--- config.mk ---
export PLATFORM = sky130hd
export DESIGN_NAME = sram_scan_ctrl
export DESIGN_NICKNAME = d
export VERILOG_FILES = /design/src/rtl/sram_scan_ctrl.sv
export SDC_FILE = /design/constraint.sdc
export NUM_CORES = 1
export LEC_CHECK = 0
export CORE_AREA = 3 3 176 178
export DETAILED_ROUTE_END_ITERATION = 6
export DIE_AREA = 0 0 179 181
export GPL_TIMING_DRIVEN = 0
export SLEW_MARGIN = 0
export SYNTH_ARGS = -nofsm -noshare
export SYNTH_HDL_FRONTEND = slang
export SYNTH_SLANG_ARGS = --single-unit
--- constraint.sdc ---
create_clock -name clk -period 4.9 [get_ports clk]
set_input_delay 0.49 -clock clk [delete_from_list [all_inputs] [get_ports clk]]
set_output_delay 0.49 -clock clk [all_outputs]
set_load 0.05 [all_outputs]
--- src/rtl/sram_scan_ctrl.sv ---
// sram_scan_ctrl: serial scan-chain packet controller for the OpenRAM macro bank.
// A command packet is shifted in, a load edge launches one access, and the read data
// is captured back into the packet so it can be shifted out.
// Optional build macro: SRAM_CHECK_EN adds sticky per-macro read-mismatch flags.
module sram_scan_ctrl #(
    parameter int unsigned NUM_SRAMS   = 12,
    parameter int unsigned ADDR_WIDTH  = 16,
    parameter int unsigned DATA_WIDTH  = 32,
    parameter int unsigned WMASK_WIDTH = 4,
    parameter int unsigned READ_LAT    = 1
) (
    input  logic                            clk,
    input  logic                            resetn,
    input  logic                            scan_en,
    input  logic                            scan_in,
    output logic                            scan_out,
    input  logic                            sram_load,
    input  logic                            global_csb,
    output logic                            busy,
    output logic                            done,
`ifdef SRAM_CHECK_EN
    output logic [NUM_SRAMS-1:0]            mismatch,
`endif
    output logic [NUM_SRAMS-1:0]            sram_csb,
    output logic                            sram_web,
    output logic [WMASK_WIDTH-1:0]          sram_wmask,
    output logic [ADDR_WIDTH-1:0]           sram_addr,
    output logic [DATA_WIDTH-1:0]           sram_din,
    input  logic [NUM_SRAMS*DATA_WIDTH-1:0] sram_dout
);

    localparam int unsigned SEL_W = 4;

    typedef struct packed {
        logic [SEL_W-1:0]       sel;
        logic [ADDR_WIDTH-1:0]  addr;
        logic [DATA_WIDTH-1:0]  data;
        logic                   csb;
        logic                   web;
        logic [WMASK_WIDTH-1:0] wmask;
    } pkt_t;

    localparam int unsigned PW = $bits(pkt_t);

    typedef enum logic [1:0] {IDLE, ACCESS, WAIT, CAPTURE} state_t;

    state_t                state;
    pkt_t                  pkt;
    logic                  load_q;
    logic                  acc_en;
    logic                  acc_rd;
    logic [1:0]            wait_cnt;

    logic [NUM_SRAMS-1:0]  sel_oh;
    logic [DATA_WIDTH-1:0] dout_sel;
    logic                  load_rise;
    logic                  acc_go;

    // The packet MSB is a flop, so scan_out is glitch-free even though it is a plain assign.
    assign scan_out  = pkt.sel[SEL_W-1];
    assign load_rise = sram_load & ~load_q;
    // An out-of-range sel decodes to an all-zero one-hot, which also suppresses the access.
    assign acc_go    = ~pkt.csb & ~global_csb & (|sel_oh);

    // Decode sel into a one-hot macro select and pick that macro's read data.
    always_comb begin
        sel_oh   = '0;
        dout_sel = '0;
        for (int i = 0; i < int'(NUM_SRAMS); i++) begin
            if (pkt.sel == SEL_W'(i)) begin
                sel_oh[i] = 1'b1;
                dout_sel  = sram_dout[i*DATA_WIDTH +: DATA_WIDTH];
            end
        end
    end

    // Shift/access FSM with all SRAM-side outputs registered.
    always_ff @(posedge clk or negedge resetn) begin
        if (!resetn) begin
            state      <= IDLE;
            pkt        <= '0;
            load_q     <= 1'b0;
            acc_en     <= 1'b0;
            acc_rd     <= 1'b0;
            wait_cnt   <= '0;
            busy       <= 1'b0;
            done       <= 1'b0;
            sram_csb   <= '1;
            sram_web   <= 1'b1;
            sram_wmask <= '0;
            sram_addr  <= '0;
            sram_din   <= '0;
`ifdef SRAM_CHECK_EN
            mismatch   <= '0;
`endif
        end else begin
            load_q <= sram_load;
            done   <= 1'b0;
            case (state)
                IDLE: begin
                    // Scan has priority over a coincident load edge.
                    if (scan_en) begin
                        pkt <= pkt_t'({pkt[PW-2:0], scan_in});
                    end else if (load_rise) begin
                        state      <= ACCESS;
                        busy       <= 1'b1;
                        sram_csb   <= ~(sel_oh & {NUM_SRAMS{acc_go}});
                        sram_web   <= pkt.web;
                        sram_wmask <= pkt.wmask;
                        sram_addr  <= pkt.addr;
                        sram_din   <= pkt.data;
                        acc_en     <= acc_go;
                        acc_rd     <= pkt.web;
                    end
                end
                ACCESS: begin
                    sram_csb <= '1;
                    if (READ_LAT <= 1) begin
                        state <= CAPTURE;
                        done  <= 1'b1;
                    end else begin
                        state    <= WAIT;
                        wait_cnt <= 2'(READ_LAT - 2);
                    end
                end
                WAIT: begin
                    if (wait_cnt == 2'd0) begin
                        state <= CAPTURE;
                        done  <= 1'b1;
                    end else begin
                        wait_cnt <= wait_cnt - 2'd1;
                    end
                end
                CAPTURE: begin
                    if (acc_en && acc_rd) begin
                        pkt.data <= dout_sel;
`ifdef SRAM_CHECK_EN
                        if (dout_sel != pkt.data) begin
                            mismatch <= mismatch | sel_oh;
                        end
`endif
                    end
                    state <= IDLE;
                    busy  <= 1'b0;
                end
                default: state <= IDLE;
            endcase
        end
    end

endmodule

==> impl_metrics.py <==
metrics = {
    "synth": {
        "synthArstFlopShare_pct": 100,
        "synth_area_leader_cell": "dfrtp_1",
        "yosysSeqAreaShare_pct": 36.4,
        "synth-main-ff-cell": "dfrtp_1",
        "synthesis.nets": 1435,
        "yosysTopAreaCellShare_pct": 32.6,
        "syn_area_per_cell_um2": 8.78,
        "synth_cell_types": 73,
        "synthTopCellsByCount": "nand2_1 (189), dfrtp_1 (119), a21oi_1 (109)",
        "synthTopCellsByArea": "dfrtp_1 (33%), nand2_1 (7.8%), a21oi_1 (6.0%)",
        "synthesis.area_um2": 9120,
        "synth_most_common_cell": "nand2_1",
        "ys_ff_latch": 132,
        "synth-warning-count": 0,
        "synth-edff-count": 0,
        "syn-instance-count": 1039,
    },
    "floorplanning": {
        "dieArea_um2": 32400,
        "die_w_um": 179,
        "core-area_um2": 29600,
        "io_pins": 458,
        "start_util_pct": 30.9,
        "row_count": 63,
        "die_height_um": 181,
    },
    "placement": {
        "dp_hpwl_um": 42300,
        "place_congestion": 0.936,
        "place_ws_ps": 2140,
        "port_buffers": 457,
    },
    "critical_path": {
        "cpPeakStageDelay_ps": 530,
        "cpMaxStageDelayCell": "buf_1",
        "cp_common_cell": "buf_2",
        "crit_family": "buffers and inverters",
        "startpoint_type": "register",
        "path_cells": "buf_6, buf_2, buf_2, buf_1, a31oi_1, a21oi_1, o22ai_1",
        "crit-reg2reg-capture": "pkt[11]",
        "path_class": "register to register",
        "cp_max_fo": 10,
        "crit_start": "pkt[55]",
        "end_kind": "register",
        "r2r-start": "pkt[55]",
        "ff2ff_path_depth": 7,
        "arrival_ps": 2780,
        "reg2reg_setup_slack_ps": 2410,
        "cp_data_required_time_ps": 5190,
        "crit_buf_inv": 4,
    },
    "routing": {
        "via_per_inst": 5.54,
        "final_antenna_net_count": 0,
        "wirelength_um": 51400,
        "dr.pass1.iters": 5,
        "drcViolationCount": 0,
        "initialDrtViolationCount": 925,
        "vias": 10700,
        "drt-wirelength-per-cell_um": 26.6,
    },
    "status": {
        "outcome": "finished clean",
    },
    "power_and_ir_drop": {
        "p_leak_nw": 5.97,
        "ir_drop_mv": 0.225,
        "p_total_w": 0.00557,
        "powerDensity_nw_per_um2": 376,
    },
    "grt": {
        "grt_pass1_vias": 10900,
        "grt_usage_pct": 30.9,
        "grt_pass1_wl_um": 72500,
        "antenna_found_initial": 9,
        "grt_max_degree": 92,
        "overflow": 0,
    },
    "finish": {
        "fin_util_pct": 50.1,
        "syn2layout_area_growth_pct": 62.4,
        "multi_input_area_um2": 5220,
        "regArea_um2": 3320,
        "fill_cells": 2920,
        "nets": 1913,
        "drive_gt1_share_pct": 12.4,
    },
    "sta": {
        "rsz0062_at_grt": "false",
        "fin_tns_setup_ps": 0,
        "hold_viol": 0,
        "period_share_pct": 50.8,
        "clock-skew-final_ps": 14.1,
        "slew_violations": 0,
        "relSlewSlack_pct": 49.6,
        "fin_crit_ps": 2490,
        "fin_ws_ps": 2410,
        "setup_viol": 0,
        "worst_pin_slew_ps": 754,
        "fmax_ghz": 0.402,
    },
    "clocking": {
        "cts_buffer_depth": 2,
        "cts_root_buf": "clkbuf_16",
        "clock-sinks": 132,
        "clk_pin_slew_ps": 60,
        "cts_resized": 0,
        "worstSkewPairLatency_ps": 440,
        "cts_buffers": 17,
        "htreeDepth": 4,
        "cts_tree": "done",
    },
    "job": {
        "max_cap_violations": 0,
    },
    "min_path": {
        "whs_path_depth": 2,
        "min_from": "sram_addr[3]",
        "holdPathEnd": "sram_addr[3]",
        "hp-class": "register to register",
    },
}
-- layer usage --
metal  track usage (%)  up-vias  share of wire (%)
met2              54.2      587                 51
met3              6.58       81                8.4
li1                  -     4776                  -
met4              10.3        4                3.1
met1              37.4     5225                 38
met5                 0        -              0.045
-- power by group --
group          internal (W)  total (W)  switching, W
sequential          0.00141    0.00169      0.000287
clock              0.000712    0.00125      0.000543
combinational       0.00109    0.00262       0.00154
total               0.00320    0.00557       0.00237
-- logic make-up after synthesis --
logic type	Yosys count	synth area share, %
mux	110	15.5
simple gates	361	17.4
buf+inv	104	6.43
compound gates	325	23.3
xor+xnor	1	0.0960
flops	132	36.4
fa+ha+maj	6	0.823
-- worst max-delay path by stage --
stage / endpoint / slack, ps / cells past startpoint
final: pkt[11] / 2410 / 7
after global routing: pkt[26] / 2240 / 7
after CTS: pkt[26] / 2420 / 7
after detailed placement: pkt[26] / 2140 / 6
after global placement: sram_din[26] / -2100 / 1
after floorplan: pkt[36] / 2950 / 7
-- flip-flops by register name, indices dropped and copies added, names as in the netlist --
signal	count
sram_addr	16
sram_wmask	4
acc_rd	1
sram_csb	12
scan_out	1
busy	1
sram_web	1
done	1
state	2
load_q	1
wait_cnt	2
sram_din	32
acc_en	1
pkt	57
-- worst register-to-register path, stage by stage (launching register included) --
cell,delay (ps)
dfrtp_1,340
buf_6,150
buf_2,250
buf_2,310
buf_1,540
a31oi_1,160
a21oi_1,460
o22ai_1,140
-- repair_timing --
action                                 in CTS  in global routing
endpoints found under the hold margin      17                  0
buffers inserted                            0                  0
hold buffers                                1                  0
-- cell usage in the layout, fill, tap and decap left out, drive strengths merged, types with 6 or more instances in the layout --
cell           synthesis  final
a211oi                21     21
a21oi                109    109
a221oi                25     25
a22o                  12     12
a22oi                  7      7
a31oi                 26     26
buf                   57     59
clkbuf                39     56
clkdlybuf4s50          0    456
clkinv                 0      7
dfrtp                119    119
dfstp                 13     13
diode                  0      8
ha                     6      6
inv                    8     15
mux2                  48     48
mux2i                 42     42
mux4                  20     20
nand2                189    189
nand2b                 8      8
nand3                 14     14
nor2                 102    102
nor2b                 15     15
o211ai                19     19
o21a                   6      6
o21ai                 31     31
o221ai                 8      8
o22ai                 35     35
-- metrics by stage --
stage	std cells	instance area (um^2)	hold slack, ps
floorplan	1039	9120	194
global placement	1886	14200	460
detailed placement	1887	14200	447
CTS	1920	14800	479
global route	1927	14800	497
finish	1928	14800	473
-- area by class of cell --
type	instances	share of cell area [%]
multi-input cells	803	35.2
clock buffers	17	2.87
repair buffers	459	31.1
clock inverters	15	0.980
flip-flops and latches	132	22.4
diodes	8	0.135
plain buffers	96	3.76
well taps	390	3.29
inverters	8	0.203
Note: power is estimated with default switching activity, not from simulation.
